**config.mk**
```make
export PLATFORM = sky130hd
export DESIGN_NAME = z80_mem_arbiter_flat
export DESIGN_NICKNAME = d
export VERILOG_FILES = /design/src/rtl/z80_mem_arbiter_if.sv /design/src/rtl/z80_mem_arbiter.sv /design/src/flat_wrapper.sv
export SDC_FILE = /design/constraint.sdc
export NUM_CORES = 1
export LEC_CHECK = 0
export ABC_AREA = 1
export CAP_MARGIN = 20
export CORE_MARGIN = 5
export CORE_UTILIZATION = 39
export CTS_BUF_LIST = sky130_fd_sc_hd__clkbuf_8 sky130_fd_sc_hd__clkbuf_16
export DETAILED_ROUTE_END_ITERATION = 16
export PLACE_DENSITY = 0.77
export RECOVER_POWER = 100
export SLEW_MARGIN = 10
export SYNTH_ARGS = -nofsm -noshare
export SYNTH_HDL_FRONTEND = slang
export SYNTH_SLANG_ARGS = --single-unit
```
**constraint.sdc**
```tcl
create_clock -name clk -period 1.8 [get_ports clk]
set_input_delay 0.36 -clock clk [delete_from_list [all_inputs] [get_ports clk]]
set_output_delay 0.36 -clock clk [all_outputs]
set_load 0.03 [all_outputs]
```
**src/rtl/z80_mem_arbiter_if.sv**
```systemverilog
// Bus bundle between the Z80 memory arbiter, its two requesters and the memory array.
// The master view is the arbiter; the slave view is everything around it.
interface z80_mem_arbiter_if #(
  parameter int unsigned ADDR_W = 16,
  parameter int unsigned DATA_W = 8
);
  logic              cpu_req;
  logic              cpu_we;
  logic [ADDR_W-1:0] cpu_addr;
  logic [DATA_W-1:0] cpu_wdata;
  logic [DATA_W-1:0] cpu_rdata;
  logic              cpu_done;

  logic              dma_req;
  logic              dma_we;
  logic [ADDR_W-1:0] dma_addr;
  logic [DATA_W-1:0] dma_wdata;
  logic [DATA_W-1:0] dma_rdata;
  logic              dma_done;

  logic              MREQ_L;
  logic              RD_L;
  logic              WR_L;
  logic [ADDR_W-1:0] mem_addr;
  logic [DATA_W-1:0] mem_wdata;
  logic              mem_wdata_oe;
  logic [DATA_W-1:0] mem_rdata;

  logic              busy;
  logic              gnt_dma;

  modport master (
    input  cpu_req, cpu_we, cpu_addr, cpu_wdata,
    output cpu_rdata, cpu_done,
    input  dma_req, dma_we, dma_addr, dma_wdata,
    output dma_rdata, dma_done,
    output MREQ_L, RD_L, WR_L, mem_addr, mem_wdata, mem_wdata_oe,
    input  mem_rdata,
    output busy, gnt_dma
  );

  modport slave (
    output cpu_req, cpu_we, cpu_addr, cpu_wdata,
    input  cpu_rdata, cpu_done,
    output dma_req, dma_we, dma_addr, dma_wdata,
    input  dma_rdata, dma_done,
    input  MREQ_L, RD_L, WR_L, mem_addr, mem_wdata, mem_wdata_oe,
    output mem_rdata,
    input  busy, gnt_dma
  );
endinterface

```
**src/rtl/z80_mem_arbiter.sv**
```systemverilog
// Shares one Z80 memory port between CPU and DMA with round-robin grant and a fixed
// ADDR / ACCESS(+wait) / FINISH bus cycle. Outputs are registered from the next state.
module z80_mem_arbiter #(
  parameter int unsigned ADDR_W      = 16,
  parameter int unsigned DATA_W      = 8,
  parameter int unsigned WAIT_CYCLES = 1
) (
  input logic               clk,
  input logic               rst,
  z80_mem_arbiter_if.master bus
);
  localparam int unsigned CNT_W = 4;
  localparam logic [CNT_W-1:0] WAIT_LAST = CNT_W'(WAIT_CYCLES);

  typedef enum logic [1:0] {IDLE, ADDR, ACCESS, FINISH} state_e;

  state_e            state_q, state_d;
  logic [CNT_W-1:0]  cnt_q, cnt_d;
  logic              own_we_q, own_we_d;
  logic              gnt_dma_q, gnt_dma_d;
  logic              last_dma_q, last_dma_d;
  logic              mreq_q, mreq_d;
  logic              rd_q, rd_d;
  logic              wr_q, wr_d;
  logic [ADDR_W-1:0] mem_addr_q, mem_addr_d;
  logic [DATA_W-1:0] mem_wdata_q, mem_wdata_d;
  logic              oe_q, oe_d;
  logic [DATA_W-1:0] cpu_rdata_q, cpu_rdata_d;
  logic [DATA_W-1:0] dma_rdata_q, dma_rdata_d;
  logic              cpu_done_q, cpu_done_d;
  logic              dma_done_q, dma_done_d;
  logic              busy_q, busy_d;

  // Winner selection: the requester not served last wins a tie.
  logic              pick_dma;
  logic              win_we;
  logic [ADDR_W-1:0] win_addr;
  logic [DATA_W-1:0] win_wdata;

  assign pick_dma  = bus.dma_req && (!bus.cpu_req || !last_dma_q);
  assign win_we    = pick_dma ? bus.dma_we    : bus.cpu_we;
  assign win_addr  = pick_dma ? bus.dma_addr  : bus.cpu_addr;
  assign win_wdata = pick_dma ? bus.dma_wdata : bus.cpu_wdata;

  always_ff @(posedge clk or posedge rst) begin
    if (rst) begin
      state_q     <= IDLE;
      cnt_q       <= '0;
      own_we_q    <= 1'b0;
      gnt_dma_q   <= 1'b0;
      last_dma_q  <= 1'b1;
      mreq_q      <= 1'b1;
      rd_q        <= 1'b1;
      wr_q        <= 1'b1;
      mem_addr_q  <= '0;
      mem_wdata_q <= '0;
      oe_q        <= 1'b0;
      cpu_rdata_q <= '0;
      dma_rdata_q <= '0;
      cpu_done_q  <= 1'b0;
      dma_done_q  <= 1'b0;
      busy_q      <= 1'b0;
    end else begin
      state_q     <= state_d;
      cnt_q       <= cnt_d;
      own_we_q    <= own_we_d;
      gnt_dma_q   <= gnt_dma_d;
      last_dma_q  <= last_dma_d;
      mreq_q      <= mreq_d;
      rd_q        <= rd_d;
      wr_q        <= wr_d;
      mem_addr_q  <= mem_addr_d;
      mem_wdata_q <= mem_wdata_d;
      oe_q        <= oe_d;
      cpu_rdata_q <= cpu_rdata_d;
      dma_rdata_q <= dma_rdata_d;
      cpu_done_q  <= cpu_done_d;
      dma_done_q  <= dma_done_d;
      busy_q      <= busy_d;
    end
  end

  // Next state plus look-ahead output values, so each registered output lines up with its state.
  always_comb begin
    state_d     = state_q;
    cnt_d       = cnt_q;
    own_we_d    = own_we_q;
    gnt_dma_d   = gnt_dma_q;
    last_dma_d  = last_dma_q;
    mreq_d      = mreq_q;
    rd_d        = rd_q;
    wr_d        = wr_q;
    mem_addr_d  = mem_addr_q;
    mem_wdata_d = mem_wdata_q;
    oe_d        = oe_q;
    cpu_rdata_d = cpu_rdata_q;
    dma_rdata_d = dma_rdata_q;
    cpu_done_d  = 1'b0;
    dma_done_d  = 1'b0;
    busy_d      = busy_q;

    unique case (state_q)
      IDLE: begin
        busy_d = 1'b0;
        if (bus.cpu_req || bus.dma_req) begin
          state_d    = ADDR;
          cnt_d      = '0;
          gnt_dma_d  = pick_dma;
          own_we_d   = win_we;
          mem_addr_d = win_addr;
          mreq_d     = 1'b0;
          busy_d     = 1'b1;
          if (win_we) begin
            mem_wdata_d = win_wdata;
            oe_d        = 1'b1;
          end
        end
      end
      ADDR: begin
        state_d = ACCESS;
        rd_d    = own_we_q;
        wr_d    = !own_we_q;
      end
      ACCESS: begin
        if (cnt_q == WAIT_LAST) begin
          state_d = FINISH;
          mreq_d  = 1'b1;
          rd_d    = 1'b1;
          wr_d    = 1'b1;
          oe_d    = 1'b0;
          if (gnt_dma_q) dma_done_d = 1'b1;
          else           cpu_done_d = 1'b1;
          if (!own_we_q) begin
            if (gnt_dma_q) dma_rdata_d = bus.mem_rdata;
            else           cpu_rdata_d = bus.mem_rdata;
          end
        end else begin
          cnt_d = cnt_q + CNT_W'(1);
        end
      end
      FINISH: begin
        state_d    = IDLE;
        busy_d     = 1'b0;
        last_dma_d = gnt_dma_q;
      end
      default: state_d = IDLE;
    endcase
  end

  assign bus.MREQ_L       = mreq_q;
  assign bus.RD_L         = rd_q;
  assign bus.WR_L         = wr_q;
  assign bus.mem_addr     = mem_addr_q;
  assign bus.mem_wdata    = mem_wdata_q;
  assign bus.mem_wdata_oe = oe_q;
  assign bus.cpu_rdata    = cpu_rdata_q;
  assign bus.dma_rdata    = dma_rdata_q;
  assign bus.cpu_done     = cpu_done_q;
  assign bus.dma_done     = dma_done_q;
  assign bus.busy         = busy_q;
  assign bus.gnt_dma      = gnt_dma_q;
endmodule

```
**src/flat_wrapper.sv**
```systemverilog
// flat-port wrapper written by rule: the top's interface ports become plain ports
module z80_mem_arbiter_flat 
#(
  parameter int unsigned ADDR_W      = 16,
  parameter int unsigned DATA_W      = 8,
  parameter int unsigned WAIT_CYCLES = 1
)
  (clk, rst, bus_cpu_req, bus_cpu_we, bus_cpu_addr, bus_cpu_wdata, bus_cpu_rdata, bus_cpu_done, bus_dma_req, bus_dma_we, bus_dma_addr, bus_dma_wdata, bus_dma_rdata, bus_dma_done, bus_MREQ_L, bus_RD_L, bus_WR_L, bus_mem_addr, bus_mem_wdata, bus_mem_wdata_oe, bus_mem_rdata, bus_busy, bus_gnt_dma);
  z80_mem_arbiter_if #(.ADDR_W(ADDR_W), .DATA_W(DATA_W)) bus_i ();
  input logic clk;
  input logic rst;
  input wire logic [$bits(bus_i.cpu_req)-1:0] bus_cpu_req;
  input wire logic [$bits(bus_i.cpu_we)-1:0] bus_cpu_we;
  input wire logic [$bits(bus_i.cpu_addr)-1:0] bus_cpu_addr;
  input wire logic [$bits(bus_i.cpu_wdata)-1:0] bus_cpu_wdata;
  output wire logic [$bits(bus_i.cpu_rdata)-1:0] bus_cpu_rdata;
  output wire logic [$bits(bus_i.cpu_done)-1:0] bus_cpu_done;
  input wire logic [$bits(bus_i.dma_req)-1:0] bus_dma_req;
  input wire logic [$bits(bus_i.dma_we)-1:0] bus_dma_we;
  input wire logic [$bits(bus_i.dma_addr)-1:0] bus_dma_addr;
  input wire logic [$bits(bus_i.dma_wdata)-1:0] bus_dma_wdata;
  output wire logic [$bits(bus_i.dma_rdata)-1:0] bus_dma_rdata;
  output wire logic [$bits(bus_i.dma_done)-1:0] bus_dma_done;
  output wire logic [$bits(bus_i.MREQ_L)-1:0] bus_MREQ_L;
  output wire logic [$bits(bus_i.RD_L)-1:0] bus_RD_L;
  output wire logic [$bits(bus_i.WR_L)-1:0] bus_WR_L;
  output wire logic [$bits(bus_i.mem_addr)-1:0] bus_mem_addr;
  output wire logic [$bits(bus_i.mem_wdata)-1:0] bus_mem_wdata;
  output wire logic [$bits(bus_i.mem_wdata_oe)-1:0] bus_mem_wdata_oe;
  input wire logic [$bits(bus_i.mem_rdata)-1:0] bus_mem_rdata;
  output wire logic [$bits(bus_i.busy)-1:0] bus_busy;
  output wire logic [$bits(bus_i.gnt_dma)-1:0] bus_gnt_dma;
  assign bus_i.cpu_req = bus_cpu_req;
  assign bus_i.cpu_we = bus_cpu_we;
  assign bus_i.cpu_addr = bus_cpu_addr;
  assign bus_i.cpu_wdata = bus_cpu_wdata;
  assign bus_cpu_rdata = bus_i.cpu_rdata;
  assign bus_cpu_done = bus_i.cpu_done;
  assign bus_i.dma_req = bus_dma_req;
  assign bus_i.dma_we = bus_dma_we;
  assign bus_i.dma_addr = bus_dma_addr;
  assign bus_i.dma_wdata = bus_dma_wdata;
  assign bus_dma_rdata = bus_i.dma_rdata;
  assign bus_dma_done = bus_i.dma_done;
  assign bus_MREQ_L = bus_i.MREQ_L;
  assign bus_RD_L = bus_i.RD_L;
  assign bus_WR_L = bus_i.WR_L;
  assign bus_mem_addr = bus_i.mem_addr;
  assign bus_mem_wdata = bus_i.mem_wdata;
  assign bus_mem_wdata_oe = bus_i.mem_wdata_oe;
  assign bus_i.mem_rdata = bus_mem_rdata;
  assign bus_busy = bus_i.busy;
  assign bus_gnt_dma = bus_i.gnt_dma;
  z80_mem_arbiter #(.ADDR_W(ADDR_W), .DATA_W(DATA_W), .WAIT_CYCLES(WAIT_CYCLES)) u_core (.clk(clk), .rst(rst), .bus(bus_i));
endmodule
```
==> key figures <==
Setup path
  – Reg2reg setup slack: 0.16 ns
  – CP max stage cell: clkdlybuf4s50_1
  – CP startpoint kind: register
  – WP buf/inv: 1
  – R2r endpoint: u_core.bus.mem_addr[15]$_DFFE_PP0P_
  – Slowest cell delay on critical path: 0.70 ns
  – Crit path max-delay family: buffers and inverters
  – CP Cell Sequence: clkdlybuf4s50_1
  – Worst endpoint required time: 1.44 ns
  – Worst EP arrival: 1.38 ns
  – Critical path class: reg -> out
  – CP max FO: 2
  – FF-to-FF Start: u_core.state_q[0]$_DFFE_PP0P_
  – Setup crit end kind: primary output
  – R2R depth: 7

Synthesis
  – Register area share after synthesis: 53.5%
  – Yosys cell types: 25
  – #FFs+latches synth: 56
  – Post-synth EDFFs: 0
  – Synthesized area per cell: 8.76 µm²
  – Post-synthesis async set-or-reset flop share: 100%
  – Mapped Nets: 368
  – Yosys Warn Count: 0
  – Area of the mapped netlist: 0.00263 mm²
  – Top FF cell, synth: dfrtp_1
  – Post-Synthesis Cells: 300

Run status
  – Status: finished clean

Timing
  – Final setup margin: 0.0558 ns
  – Setup violators final: 0
  – Fin. max-slew vios: 0
  – Fmax: 573 MHz
  – Clk_skew: 0.00831 ns
  – Slew @ Worst Pin: 0.754 ns
  – Slew margin rel.: 49.7%
  – Final Hold Viols: 0
  – Tmin final: 1.74 ns
  – Tcrit/Tclk final: 96.9%

Clock network
  – Worst skew pair latency: 0.31 ns
  – CTS Sinks: 56
  – CTS clk-pin slew, worst paths: 0.10 ns
  – CTS Buf Count: 5
  – CTS Buffer Depth: 2
  – Clock Tree Root: clkbuf_8
  – Setup repair bufs after CTS: 0
  – CTS tree: built
  – Htree depth: 2

Floorplan
  – Starting Density: 39.3%
  – Core Region: 0.00668 mm²
  – DIE AREA: 0.00848 mm²
  – Die Wd: 92.1 µm
  – Num ports: 110
  – Die H: 92.1 µm
  – Rows: 30

Routing
  – Routed Antenna Nets: 0
  – Drt via density: 4.74
  – DRC Markers: 0
  – Initial DRC Count: 111
  – WL met1: 2760 µm
  – Vias: 2357
  – Initial DRT Pass Iterations: 6
  – Met3 wire length: 450 µm
  – DR WL met2: 3340 µm
  – Drt wl/cell: 13.4 µm
  – Routed WL: 6680 µm
  – Highest Signal Layer: met4

Layout
  – Register area: 0.00141 mm²
  – Area Overhead vs Synth: 50.3%
  – Most frequent cells in the layout: clkdlybuf4s50_1, nand2_1, dfrtp_1
  – Antenna Cells: 0
  – Fill cell count: 608
  – Footprint of the multi-input gates: 0.00109 mm²
  – Commonest non-fill, non-tap cell in the layout: clkdlybuf4s50_1
  – Layout Nets: 484
  – Fin area: 0.00395 mm²
  – Share of cells above drive strength 1: 12.5%

Pwr
  – Pwr Density: 1740 mW/mm²
  – P_leak: 1.86 nW
  – Peak supply drop: 0.000650 V

Place
  – Placed inst area: 0.00384 mm²
  – HPWL Detailed: 5230 µm
  – GPL Wtd Cong: 0.797
  – Count of input and output buffers: 109
  – Dpl ws: -0.0330 ns

Global route
  – Initial antenna violation count: 0
  – Total track usage: 16.2%
  – Number of global-route vias before repair: 2373
  – Largest net degree at the start of global routing: 57
  – Total gr overflow: 0
  – Global-route wire length before repair: 11300 µm

Hold path
  – HP Class: reg -> reg
  – WHS Endpoint: u_core.bus.mem_wdata[7]$_DFFE_PP0P_
  – Hold depth: 2
  – HP Start: u_core.bus.mem_wdata[7]$_DFFE_PP0P_

Run
  – Max-cap viol count: 0
-- final cells by class --
| class | instances | share of cell area [%] |
|---|---|---|
| flip-flops and latches | 56 | 35.6 |
| repair buffers | 118 | 29.2 |
| multi-input cells | 213 | 27.6 |
| well taps | 80 | 2.53 |
| inverters | 22 | 2.15 |
| clock buffers | 5 | 1.74 |
| clock inverters | 3 | 1.17 |
-- cells in the mapped netlist (all sizes together) (2+ instances only) --
library cell,number,area [µm²]
nand2,106,428
o21ai,57,345
dfrtp,52,1300
nor2,27,124
inv,22,82.6
nand3,10,62.6
buf,7,50.1
ha,6,75.1
dfstp,4,105
a21oi,3,15.0
clkbuf,2,8.75
-- per-layer routing --
layer  up-vias  GRT usage (%)
li1       1186              -
met1      1097           20.0
met2        64           27.4
met3        10           4.27
met4         0           5.57
met5         -              0
-- flip-flops by register name (all words and copies together), names as in the netlist --
signal / count
u_core.bus.mem_wdata_oe: 1
u_core.own_we_q: 1
u_core.bus.gnt_dma: 1
u_core.last_dma_q: 1
u_core.bus.mem_addr: 16
u_core.bus.dma_done: 1
u_core.bus.busy: 1
u_core.bus.cpu_done: 1
u_core.cnt_q: 4
u_core.state_q: 2
u_core.bus.RD_L: 1
u_core.bus.WR_L: 1
u_core.bus.MREQ_L: 1
u_core.bus.cpu_rdata: 8
u_core.bus.mem_wdata: 8
u_core.bus.dma_rdata: 8
-- through the flow --
| stage | setup TNS, ns | instances | hold slack [ns] | util [%] | total power, W |
|---|---|---|---|---|---|
| 3_3_place_gp | 0 | 489 | 0.452 | 57.5 | 0.00602 |
| 4_1_cts | 0 | 497 | 0.425 | 59.1 | 0.00694 |
| 5_1_grt | -0.00249 | 497 | 0.512 | 59.1 | 0.00735 |
| 2_1_floorplan | 0 | 300 | 0.467 | - | 0.00453 |
| 6_report | 0 | 497 | 0.491 | 59.1 | 0.00688 |
| 3_5_place_dp | -0.208 | 489 | 0.469 | 57.5 | 0.00610 |
-- how the worst max path moves through the flow --
stage | from | to | slack, ns | cells after the start
final | u_core.bus.mem_addr[8]$_DFFE_PP0P_ | bus_mem_addr[8] | 0.06 | 1
after global routing | u_core.state_q[0]$_DFFE_PP0P_ | u_core.bus.mem_addr[12]$_DFFE_PP0P_ | -0.002 | 7
after CTS | u_core.bus.mem_wdata[4]$_DFFE_PP0P_ | bus_mem_wdata[4] | 0.05 | 1
after detailed placement | bus_cpu_req | u_core.bus.mem_wdata[0]$_DFFE_PP0P_ | -0.03 | 8
after global placement | bus_cpu_req | u_core.bus.mem_wdata[7]$_DFFE_PP0P_ | 0.06 | 8
after floorplan | rst | u_core.bus.busy$_DFFE_PP0P_ | 0.08 | 1
-- cells by family (layout without fill, tap and decap cells) --
logic type | after synthesis | after routing | synth area share (%)
xor+xnor | 1 | 1 | 0.333
flops | 56 | 56 | 53.5
simple gates | 144 | 144 | 23.6
buf+inv | 31 | 148 | 5.38
compound gates | 62 | 62 | 14.3
fa+ha+maj | 6 | 6 | 2.86
-- power by group --
group / internal [W] / leakage (nW) / switching (W) / total (W)
Clock: 0.000422 / 0.0600 / 0.000425 / 0.000848
Combinational: 0.00152 / 1.12 / 0.00228 / 0.00380
Sequential: 0.00188 / 0.676 / 0.000355 / 0.00223
-- what timing repair did --
| action | CTS | global route |
|---|---|---|
| endpoints found under the hold margin | 0 | 0 |
| pin swaps | 0 | 0 |
| hold buffers | 0 | 0 |
| endpoints found under the setup margin | 4 | 23 |
| gates resized for setup | 4 | 4 |
No activity file was read; power rests on OpenSTA's default activity.
